File: src/rtl/write_buffer_coalesce.sv
// Posted-write buffer between the data cache and the memory arbiter.
// Entries drain in allocation order; writes to an already-buffered unlocked address merge by byte lane.
module write_buffer_coalesce #(
  parameter int DEPTH    = 4,
  parameter int AW       = 30,
  parameter int DW       = 32,
  parameter int COALESCE = 1
) (
  input  logic                       clk,
  input  logic                       reset,
  input  logic [AW-1:0]              wr_adr,
  input  logic [DW-1:0]              wr_data,
  input  logic [DW/8-1:0]            wr_byteen,
  input  logic                       wr_en,
  output logic                       wr_ack,
  input  logic [AW-1:0]              lk_adr,
  output logic                       lk_hit,
  output logic [DW-1:0]              lk_data,
  output logic [DW/8-1:0]            lk_byteen,
  output logic [AW-1:0]              mem_adr,
  output logic [DW-1:0]              mem_data,
  output logic [DW/8-1:0]            mem_byteen,
  output logic                       mem_en,
  input  logic                       mem_done,
  output logic                       full,
  output logic                       empty,
  output logic [$clog2(DEPTH+1)-1:0] count
);

  localparam int NB = DW / 8;
  localparam int PW = $clog2(DEPTH);
  localparam int CW = $clog2(DEPTH + 1);

  typedef enum logic {
    S_IDLE,
    S_BUSY
  } state_t;

  logic [AW-1:0]    r_adr    [DEPTH];
  logic [DW-1:0]    r_data   [DEPTH];
  logic [NB-1:0]    r_byteen [DEPTH];
  logic [DEPTH-1:0] r_valid;
  logic [PW-1:0]    r_head;
  logic [PW-1:0]    r_tail;
  logic [CW-1:0]    r_count;
  state_t           r_state;
  state_t           w_state_nxt;
  logic [AW-1:0]    r_mem_adr;
  logic [DW-1:0]    r_mem_data;
  logic [NB-1:0]    r_mem_byteen;

  logic             w_full;
  logic             w_locked;
  logic             w_zero;
  logic             w_hit;
  logic [PW-1:0]    w_hit_idx;
  logic             w_do_coal;
  logic             w_do_alloc;
  logic             w_wr;
  logic [PW-1:0]    w_wr_idx;
  logic [DW-1:0]    w_merged_data;
  logic [NB-1:0]    w_merged_byteen;
  logic [DW-1:0]    w_wr_data;
  logic [NB-1:0]    w_wr_byteen;
  logic             w_retire;
  logic [PW-1:0]    w_next_head;
  logic             w_load;
  logic [PW-1:0]    w_load_idx;
  logic             w_load_bypass;
  logic [DW-1:0]    w_load_data;
  logic [NB-1:0]    w_load_byteen;
  logic [PW-1:0]    w_lk_idx;

  assign w_full   = (r_count == CW'(DEPTH));
  assign w_locked = (r_state == S_BUSY);
  assign w_zero   = ~|wr_byteen;

  // The head is locked while it sits on mem_*, so it is never a merge target.
  always_comb begin
    w_hit     = 1'b0;
    w_hit_idx = '0;
    for (int i = 0; i < DEPTH; i++) begin
      if (r_valid[i] && (r_adr[i] == wr_adr) && !(w_locked && (PW'(i) == r_head))) begin
        w_hit     = 1'b1;
        w_hit_idx = PW'(i);
      end
    end
  end

  always_comb begin
    w_merged_data   = r_data[w_hit_idx];
    w_merged_byteen = r_byteen[w_hit_idx] | wr_byteen;
    for (int b = 0; b < NB; b++) begin
      if (wr_byteen[b]) w_merged_data[8*b +: 8] = wr_data[8*b +: 8];
    end
  end

  assign w_do_coal  = wr_en && !w_zero && (COALESCE != 0) && w_hit;
  assign w_do_alloc = wr_en && !w_zero && !w_do_coal && !w_full;
  assign wr_ack     = wr_en && (w_zero || w_do_coal || !w_full);
  assign w_wr       = w_do_coal || w_do_alloc;
  assign w_wr_idx   = w_do_coal ? w_hit_idx : r_tail;
  assign w_wr_data  = w_do_coal ? w_merged_data : wr_data;
  assign w_wr_byteen = w_do_coal ? w_merged_byteen : wr_byteen;

  assign w_retire    = w_locked && mem_done;
  assign w_next_head = r_head + 1'b1;

  always_comb begin
    w_state_nxt = r_state;
    w_load      = 1'b0;
    w_load_idx  = r_head;
    case (r_state)
      S_IDLE: begin
        if (r_valid[r_head]) begin
          w_load      = 1'b1;
          w_state_nxt = S_BUSY;
        end
      end
      S_BUSY: begin
        if (mem_done) begin
          if (r_valid[w_next_head]) begin
            w_load     = 1'b1;
            w_load_idx = w_next_head;
          end else begin
            w_state_nxt = S_IDLE;
          end
        end
      end
      default: w_state_nxt = S_IDLE;
    endcase
  end

  // A merge into the entry being loaded this edge must reach memory, so bypass it.
  assign w_load_bypass = w_do_coal && (w_hit_idx == w_load_idx);
  assign w_load_data   = w_load_bypass ? w_merged_data : r_data[w_load_idx];
  assign w_load_byteen = w_load_bypass ? w_merged_byteen : r_byteen[w_load_idx];

  // NOTE: sequential state uses non-blocking assignments so every register samples pre-edge values.
  always_ff @(posedge clk or posedge reset) begin
    if (reset) begin
      r_valid      <= '0;
      r_head       <= '0;
      r_tail       <= '0;
      r_count      <= '0;
      r_state      <= S_IDLE;
      r_mem_adr    <= '0;
      r_mem_data   <= '0;
      r_mem_byteen <= '0;
    end else begin
      r_state <= w_state_nxt;
      if (w_retire) begin
        r_valid[r_head] <= 1'b0;
        r_head          <= w_next_head;
      end
      if (w_do_alloc) begin
        r_valid[r_tail] <= 1'b1;
        r_tail          <= r_tail + 1'b1;
      end
      case ({w_do_alloc, w_retire})
        2'b10:   r_count <= r_count + 1'b1;
        2'b01:   r_count <= r_count - 1'b1;
        default: r_count <= r_count;
      endcase
      if (w_load) begin
        r_mem_adr    <= r_adr[w_load_idx];
        r_mem_data   <= w_load_data;
        r_mem_byteen <= w_load_byteen;
      end
    end
  end

  // NOTE: entry payload has no reset; r_valid gates every read, so stale contents are never observed.
  always_ff @(posedge clk) begin
    if (w_wr) begin
      r_adr[w_wr_idx]    <= wr_adr;
      r_data[w_wr_idx]   <= w_wr_data;
      r_byteen[w_wr_idx] <= w_wr_byteen;
    end
  end

  // Walk from oldest to youngest so younger entries overwrite older lanes.
  always_comb begin
    lk_hit    = 1'b0;
    lk_data   = '0;
    lk_byteen = '0;
    w_lk_idx  = '0;
    for (int k = 0; k < DEPTH; k++) begin
      w_lk_idx = r_head + PW'(k);
      if (r_valid[w_lk_idx] && (r_adr[w_lk_idx] == lk_adr)) begin
        lk_hit = 1'b1;
        for (int b = 0; b < NB; b++) begin
          if (r_byteen[w_lk_idx][b]) begin
            lk_data[8*b +: 8] = r_data[w_lk_idx][8*b +: 8];
            lk_byteen[b]      = 1'b1;
          end
        end
      end
    end
  end

  assign mem_adr    = r_mem_adr;
  assign mem_data   = r_mem_data;
  assign mem_byteen = r_mem_byteen;
  assign mem_en     = (r_state == S_BUSY);
  assign full       = w_full;
  assign empty      = (r_count == '0);
  assign count      = r_count;

endmodule

File: config.mk
export PLATFORM = sky130hd
export DESIGN_NAME = write_buffer_coalesce
export DESIGN_NICKNAME = d
export VERILOG_FILES = /design/src/rtl/write_buffer_coalesce.sv
export SDC_FILE = /design/constraint.sdc
export NUM_CORES = 1
export LEC_CHECK = 0
export CORE_ASPECT_RATIO = 1.75
export CORE_MARGIN = 4
export CORE_UTILIZATION = 55
export CTS_CLUSTER_SIZE = 30
export DETAILED_ROUTE_END_ITERATION = 8
export PLACE_DENSITY_LB_ADDON = 0.08
export SETUP_SLACK_MARGIN = 0.4
export SLEW_MARGIN = 20
export SYNTH_ARGS = -nofsm -noshare
export SYNTH_HDL_FRONTEND = slang
export SYNTH_SLANG_ARGS = --single-unit
File: constraint.sdc
create_clock -name clk -period 6.2 [get_ports clk]
set_input_delay 0.62 -clock clk [delete_from_list [all_inputs] [get_ports clk]]
set_output_delay 0.62 -clock clk [all_outputs]
set_load 0.05 [all_outputs]
==> impl_metrics.env <==
export IMPL_status="finished clean"
export IMPL_cp_max_fo=18
export IMPL_power_leakage_nw=11.3
export IMPL_wirelength_microns=110000
export IMPL_gp_congestion=1.06
export IMPL_met3_length_microns=9530
export IMPL_hp_start="mem_data[10]"
export IMPL_path_clk_slew_ns=0.06
export IMPL_top_layer_used="met4"
export IMPL_r2r_cells=11
export IMPL_p_sw_mw=8.07
export IMPL_switching_share_pct=45.8
export IMPL_syn_inst=2208
export IMPL_skew_ns=0.0455
export IMPL_vias=22400
export IMPL_final_layout_size_suffix_gt1_share_pct=26.1
export IMPL_grt_max_degree=72
export IMPL_p_seq_share_pct=21.7
export IMPL_wl_per_cell_microns=36.2
export IMPL_yosys_cell_count_top_type="mux4_2"
export IMPL_yosys_top_cells_area="edfxtp_1, mux4_2, dfrtp_1"
export IMPL_worstPathRequired_ns=5.58
export IMPL_pwr_density_cell_mw_per_mm2=553
export IMPL_first_iter_violations=3440
export IMPL_finalPower_mw=17.6
export IMPL_start_kind="flip-flop"
export IMPL_syn_cell_area_sq_mm=0.0273
export IMPL_htree_levels=2
export IMPL_met1Wirelength_microns=34400
export IMPL_dr_pass1_iters=6
export IMPL_ctsHoldBuffers=0
export IMPL_clk_latency_ns=0.56
export IMPL_grt_pass1_wl_microns=158000
export IMPL_grt_overflow_total=0
export IMPL_clk_path_buf_depth=3
export IMPL_dp_cells=2962
export IMPL_fin_nets=2459
export IMPL_wl_met2_microns=55300
export IMPL_drc=0
export IMPL_critPathKind="flip-flop to output pin"
export IMPL_start_util_pct=55.8
export IMPL_area_growth_pct=17.0
export IMPL_cts_tree="yes"
export IMPL_hpwl_microns=78000
export IMPL_synthFlopType="edfxtp_1"
export IMPL_ff2ff_setup_slack_ns=1.73
export IMPL_layout_worst_path_cycle_share_pct=92.7
export IMPL_die_w_microns=176
export IMPL_dieArea_sq_mm=0.0533
export IMPL_synthArstFlopShare_pct=22.8
export IMPL_numCtsBuffers=35
export IMPL_min_path_cells=2
export IMPL_p_int_mw=9.55
export IMPL_arrival_ns=5.13
export IMPL_num_rows=107
export IMPL_antenna_found_initial=1
export IMPL_ys_seq_area_share_pct=36.2
export IMPL_grt_pass1_vias=22400
export IMPL_rr_endpoint="mem_data[0]"
export IMPL_hold_path_class="flip-flop to flip-flop"
export IMPL_ys_seq_elements=342
export IMPL_synth_top_area_share_pct=29.1
export IMPL_ctsRootBufferMaster="clkbuf_16"
export IMPL_setup_viol=0
export IMPL_worst_pin_slew_ns=0.999
export IMPL_final_hold_viol_count=0
export IMPL_rsz0062_at_grt="yes"
export IMPL_timing_rr_start="r_head[1]"
export IMPL_die_h_microns=302
export IMPL_maxSlewHeadroom_pct=32.9
export IMPL_port_buffers=209
export IMPL_finalCriticalPeriod_ns=5.75
export IMPL_combPwrFrac_pct=65.3
export IMPL_preCtsSetupSlack_ns=0.575
export IMPL_yosysTopAreaCell="edfxtp_1"
export IMPL_setup_slack_ns=0.453
export IMPL_viasPerCell=7.40
export IMPL_slew_violations=0
export IMPL_io_pins=210
export IMPL_drv_cap=0
export IMPL_clock_sinks=342
export IMPL_synth_edf_count=264
export IMPL_grt_use_total_pct=40.8
export IMPL_fmax_ghz=0.174
export IMPL_synth_commonest_cells="mux4_2, edfxtp_1, xnor2_1"
export IMPL_cp_end_kind="output pin"
export IMPL_hold_end="mem_data[10]"
export IMPL_ir_drop_uv=420
export IMPL_yosysWarnings=0
export IMPL_clkPwrFrac_pct=13.0
export IMPL_ys_types=89
export IMPL_avgSynthCellArea_sq_um=12.3
export IMPL_coreArea_sq_mm=0.0489
export IMPL_finalNonFillerCells=3031
export IMPL_ant_nets=0
export IMPL_syn_num_nets=2318
-- routing by layer --
metal / track usage [%] / vias to the layer above
met5: 0 / -
met4: 29.1 / 0
met3: 6.63 / 413
met2: 70.3 / 1824
met1: 45.9 / 11200
li1: - / 9046
-- state kept, by name (all words and copies together), names as in the netlist, 2 cells and up --
name        flops
mem_data       32
r_head          2
mem_byteen      4
count           3
mem_adr        30
r_adr         120
r_valid         4
r_tail          2
r_data        128
r_byteen       16
-- logic make-up after synthesis --
family / share of synthesized area [%]
muxes: 31.7
AOI/OAI and AO/OA: 11.0
DFF: 36.2
buffers and inverters: 5.51
xor gates and xnor gates: 6.97
and+or+nand+nor: 8.10
adders and majority gates: 0.487
-- cell type report --
cell class                 count  area (sq um)
inverter                     114           430
sequential                   342          9890
tap                          654           818
antenna                        1          2.50
multi-input combinational   1537         16100
timing repair buffer         319          3460
clock buffer                  51          1010
clock inverter                13           206
fill                        3582         17000
-- worst max-delay path, stage by stage, from the launching register on --
cell and delay [ns]:
dfrtp_4 0.49, inv_1 0.13, ha_4 0.43, mux4_2 0.37, xnor2_2 0.49, nand2_1 0.22, a2111oi_2 0.40, o211ai_2 0.37
nor4_4 0.30, buf_4 0.29, nor2b_2 0.14, a222oi_1 0.55, buf_4 0.23, buf_12 0.13
-- placed cells by master, fill, tap and decap left out, types with 10 or more instances in the layout --
cell               n
a211oi_1          35
a21boi_0          34
a21o_1            10
a21oi_1           55
a222oi_1          28
a22oi_1           13
a32oi_1           36
and3_1            39
buf_12            49
buf_4             93
clkbuf_1          10
clkbuf_16         36
clkdlybuf4s50_1  172
dfrtp_1           76
edfxtp_1         264
inv_1            110
mux2_2            79
mux2i_1          170
mux4_2           266
nand2_1          109
nand3_1           56
nand4_1           34
nor2_1            33
nor3_1            19
nor4_1            17
o21ai_0           52
o21ai_1           33
o22ai_1           13
xnor2_1          171
xor2_1            38
-- timing repair --
action / in CTS / in global routing
pin swaps: 4 / 3
buffers inserted: 4 / 0
endpoints found under the setup margin: 28 / 28
resized for setup: 15 / 12
-- power by group through the flow --
stage,sequential (mW),clock [mW],combinational (mW)
final,3.83,2.29,11.5
after global routing,3.88,2.39,12.0
after CTS,3.79,2.32,11.3
after detailed placement,3.85,0,11.2
after global placement,3.80,0,11.1
after floorplan,4.41,0,7.40
-- how the worst max path moves through the flow --
stage / start / endpoint / slack [ns] / depth (start not counted)
floorplan: r_head[0] / r_adr[1][0] / -0.20 / 15
global placement: r_head[1] / lk_data[28] / 0.59 / 15
detailed placement: r_head[1] / lk_data[28] / 0.57 / 15
CTS: r_head[0] / lk_data[28] / 0.38 / 15
global route: r_head[1] / lk_data[22] / 0.39 / 14
finish: r_head[1] / lk_data[28] / 0.45 / 13
-- through the flow --
step / hold WS [ns] / setup TNS [ns] / cell area (sq um) / util [%]
after floorplan: 0.545 / -30.08 / 27300 / -
after global placement: 0.467 / 0 / 30500 / 62.5
after detailed placement: 0.472 / 0 / 30500 / 62.5
after CTS: 0.487 / 0 / 31800 / 65.1
after global routing: 0.523 / 0 / 31900 / 65.3
final: 0.485 / 0 / 31900 / 65.3
(Power assumes the default switching activity.)
==> RTL edit 1: new RTL, same flow settings <==
Change the parameter `AW` from 30 to 60.
--- a/src/rtl/write_buffer_coalesce.sv
+++ b/src/rtl/write_buffer_coalesce.sv
@@ -4,3 +4,3 @@
   parameter int DEPTH    = 4,
-  parameter int AW       = 30,
+  parameter int AW       = 60,
   parameter int DW       = 32,
Ports: changed (resized lk_adr, mem_adr and wr_adr); port bits go from 210 to 300. No check against the original RTL was run, so the function may have changed too.
==> RTL edit 1 against the original RTL <==
- the flow now stops in global routing (5_1_grt)
- area after synthesis up 48%
==> RTL edit 1: results (changes against the original RTL) <==
Status: aborted with a tool error (was finished, final reports clean)
Exit stage: global routing (5_1_grt)
Error: [ERROR GRT-0116] Global routing finished with congestion. Check the congestion regions in the DRC Viewer.
Synth Warn #: 0 (unchanged)
Compound-Gate Fraction of Synth Area: 0.103 (was 0.110)
Vias in the first global route: 41.7k
Routability Congestion: 1.27 (was 1.06)
PortBufs: 299 (was 209)
CTS max path bufs: 3 (unchanged)
Die X: 213 microns (was 176 microns)
Number of synthesized register bits: 492 (was 342)
Seq/Total Area, Yosys: 0.353 (was 0.362)
First-pass GRT wire length: 337000 microns
Pin count of the biggest net entering global routing: 116
CTS H-tree lvls: 2 (unchanged)
Gr usage total: 0.616
TritonCTS buffer count: 48 (was 35)
Post-synth top cells: 384 x edfxtp_1, 377 x mux4_2, 346 x nand2_1 (was 266 x mux4_2, 264 x edfxtp_1, 178 x xnor2_1)
Hpwl dp: 165000 microns (was 78000 microns)
Syn Nets: 3654 (was 2318)
Mux cell area share after synthesis: 0.290 (was 0.317)
Total grt overflow: 26
Area after DPL: 45600 sq um (was 30500 sq um)
Largest cells by area after synthesis: edfxtp_1 29%, mux4_2 21%, dfrtp_1 6.7% (was edfxtp_1 29%, mux4_2 22%, dfrtp_1 7.2%)
Number of enable flip-flop cells after synthesis: 384 (was 264)
Post-synthesis adder-cell area fraction: 0.00329 (was 0.00487)
Asr flop ratio synth: 0.220 (was 0.228)
Clk root buf: clkbuf_16 (unchanged)
XOR/XNOR share of the synthesized area: 0.0781 (was 0.0697)
Yosys cell types: 87 (was 89)
## RTL edit 1: metal layers
metal	overflow	global-route usage
met5	0	0.0402
met3	1	0.351
met2	11	0.845
met1	0	0.628
met4	14	0.629
## RTL edit 1: kinds of logic after synthesis
| family | Yosys count |
|---|---|
| and+or+nand+nor | 1005 |
| muxes | 692 |
| AOI/OAI and AO/OA | 567 |
| DFF | 492 |
| xor gates and xnor gates | 359 |
| buffers and inverters | 359 |
| adders and majority gates | 10 |
## RTL edit 1: what timing repair did
action / in CTS
gates resized for setup: 60
setup buffers: 12
pin swaps: 18
setup endpoints to repair: 37
cloned: 4
hold endpoints to repair: 0
## RTL edit 1: stage by stage
step	setup TNS, ns	std cells	setup slack, ns
CTS	0	4735	0.387
detailed placement	0	4632	0.179
global placement	-1.74	4632	-0.212
floorplan	-163.67	3484	-0.426
==> RTL edit 2: new RTL, config.mk and constraints unchanged <==
Without the edit above. Make the reset (`reset`) synchronous in one clocked block.
--- a/src/rtl/write_buffer_coalesce.sv
+++ b/src/rtl/write_buffer_coalesce.sv
@@ -139,3 +139,3 @@
   // NOTE: sequential state uses non-blocking assignments so every register samples pre-edge values.
-  always_ff @(posedge clk or posedge reset) begin
+  always_ff @(posedge clk) begin
     if (reset) begin
Function: differs if reset is asserted again (counterexample within 4 cycles, from zero or initial values and one cycle with reset high); with reset held inactive, the same outputs for 4 cycles.
==> RTL edit 2 against the original RTL <==
- wire length down 5.0%
- cell count down 2.2%
- clock skew down 0.023 ns
- sequential cell count up 2
- core utilization down 0.13 points
- final area down 5.7%
- critical path depth unchanged
- register-to-register slack worse by 0.54 ns
- area after synthesis down 5.6%
- worst setup slack worse by 0.030 ns
- first-iteration DRC count down 24%
- die area down 5.4%
- critical endpoint is now lk_data[31]
- largest cell class unchanged
- highest routed layer unchanged
Power is not compared: it rests on default switching activity, and its combinational part moved more than twofold at a synthesized area within 25%.
==> RTL edit 2: results (changes against the original RTL) <==
Reg-to-reg slack, setup: 1.19 ns (was 1.73 ns)
Footprint of the multi-input gates: 15100 sq um (was 16100 sq um)
Design area: 30100 sq um (was 31900 sq um)
Setup crit start: r_head[0] (was r_head[1])
Antenna Diode Count: 3 (was 1)
Asr flop ratio synth: 0 (was 0.228)
Status: finished, final reports clean (unchanged)
Fraction of layout cells with a size suffix above 1: 0.225 (was 0.261)
Met2 usage: 0.701 (was 0.703)
Final clock-cell share: 0.0391 (was 0.0381)
First-pass GRT wire length: 149000 microns (was 158000 microns)
Drt total wl: 104000 microns (was 110000 microns)
Clock buffers: 50 (was 51)
Worst Hold Launch: mem_adr[26] (was mem_data[10])
CTS H-tree lvls: 2 (unchanged)
Average size of a mapped cell: 11.5 sq um (was 12.3 sq um)
Placed cell count: 2891 (was 2962)
Setup ws final: 0.423 ns (was 0.453 ns)
DR vias/cell: 7.37 (was 7.40)
Post-synth top cells: 264 x edfxtp_1, 224 x mux4_2, 173 x xnor2_1 (was 266 x mux4_2, 264 x edfxtp_1, 178 x xnor2_1)
Vias in the first global route: 21.6k (was 22.4k)
Crit path max fanout: 21 (was 18)
Pin count of the biggest net entering global routing: 109 (was 72)
Worst EP arrival: 5.16 ns (was 5.13 ns)
Seq/total area: 0.317 (was 0.310)
Hold Crit Endpoint: mem_adr[26] (was mem_data[10])
Setup crit end: lk_data[31] (was lk_data[28])
Seq/Total Area, Yosys: 0.370 (was 0.362)
# fillers: 3482 (was 3582)
XOR/XNOR share of the synthesized area: 0.0824 (was 0.0697)
Worst hold margin: 0.452 ns (was 0.485 ns)
Met2 wire len: 52500 microns (was 55300 microns)
Non-Clock Buffer Count: 286 (was 319)
Post-synthesis adder-cell area fraction: 0.00515 (was 0.00487)
Nets: 2461 (was 2459)
Skew final: 0.0225 ns (was 0.0455 ns)
Non-clk buf share: 0.106 (was 0.108)
Die X: 172 microns (was 176 microns)
R2r startpoint: r_adr[1][14] (was r_head[1])
DR WL/cell: 35.1 microns (was 36.2 microns)
Mux cell area share after synthesis: 0.282 (was 0.317)
Syn Nets: 2338 (was 2318)
Yosys cell types: 77 (was 89)
Routability Congestion: 1.03 (was 1.06)
M1 wire length: 32100 microns (was 34400 microns)
TritonCTS buffer count: 36 (was 35)
R2r endpoint: mem_data[0] (unchanged)
Largest cells by area after synthesis: edfxtp_1 31%, mux4_2 20%, dfxtp_1 6.2% (was edfxtp_1 29%, mux4_2 22%, dfrtp_1 7.2%)
Gr usage total: 0.407 (was 0.408)
Compound-Gate Fraction of Synth Area: 0.117 (was 0.110)
Area after DPL: 28700 sq um (was 30500 sq um)
DR WL met3: 8430 microns (was 9530 microns)
RTL edit 2: cell count changes in the layout (fill, tap and decap cells not counted), sizes merged, moves of 33 or more:
cell and delta:
nor2 +43, mux4 -42, dfxtp +80, a221oi +41, dfrtp -78, a21bo +33
nand2 +33
RTL edit 2: kinds of logic after synthesis:
| kind of cell | count (synthesis) |
|---|---|
| XOR/XNOR | 242 |
| AO/OA/AOI/OAI | 422 |
| flip-flops | 344 |
| AND/OR/NAND/NOR | 481 |
| adder cells (fa/ha/maj) | 10 |
| buffers and inverters | 294 |
| multiplexers | 435 |
RTL edit 2: worst max-delay path, cell delays in order, from the launching register on:
cell,delay (ns)
dfxtp_4,0.41
inv_1,0.10
ha_4,0.56
mux4_2,0.38
xor2_1,0.22
nor4_1,0.45
nand3_1,0.18
or4b_1,0.65
buf_4,0.26
o32ai_2,0.28
buf_4,0.22
a221oi_1,0.07
a221oi_1,0.59
buf_12,0.22
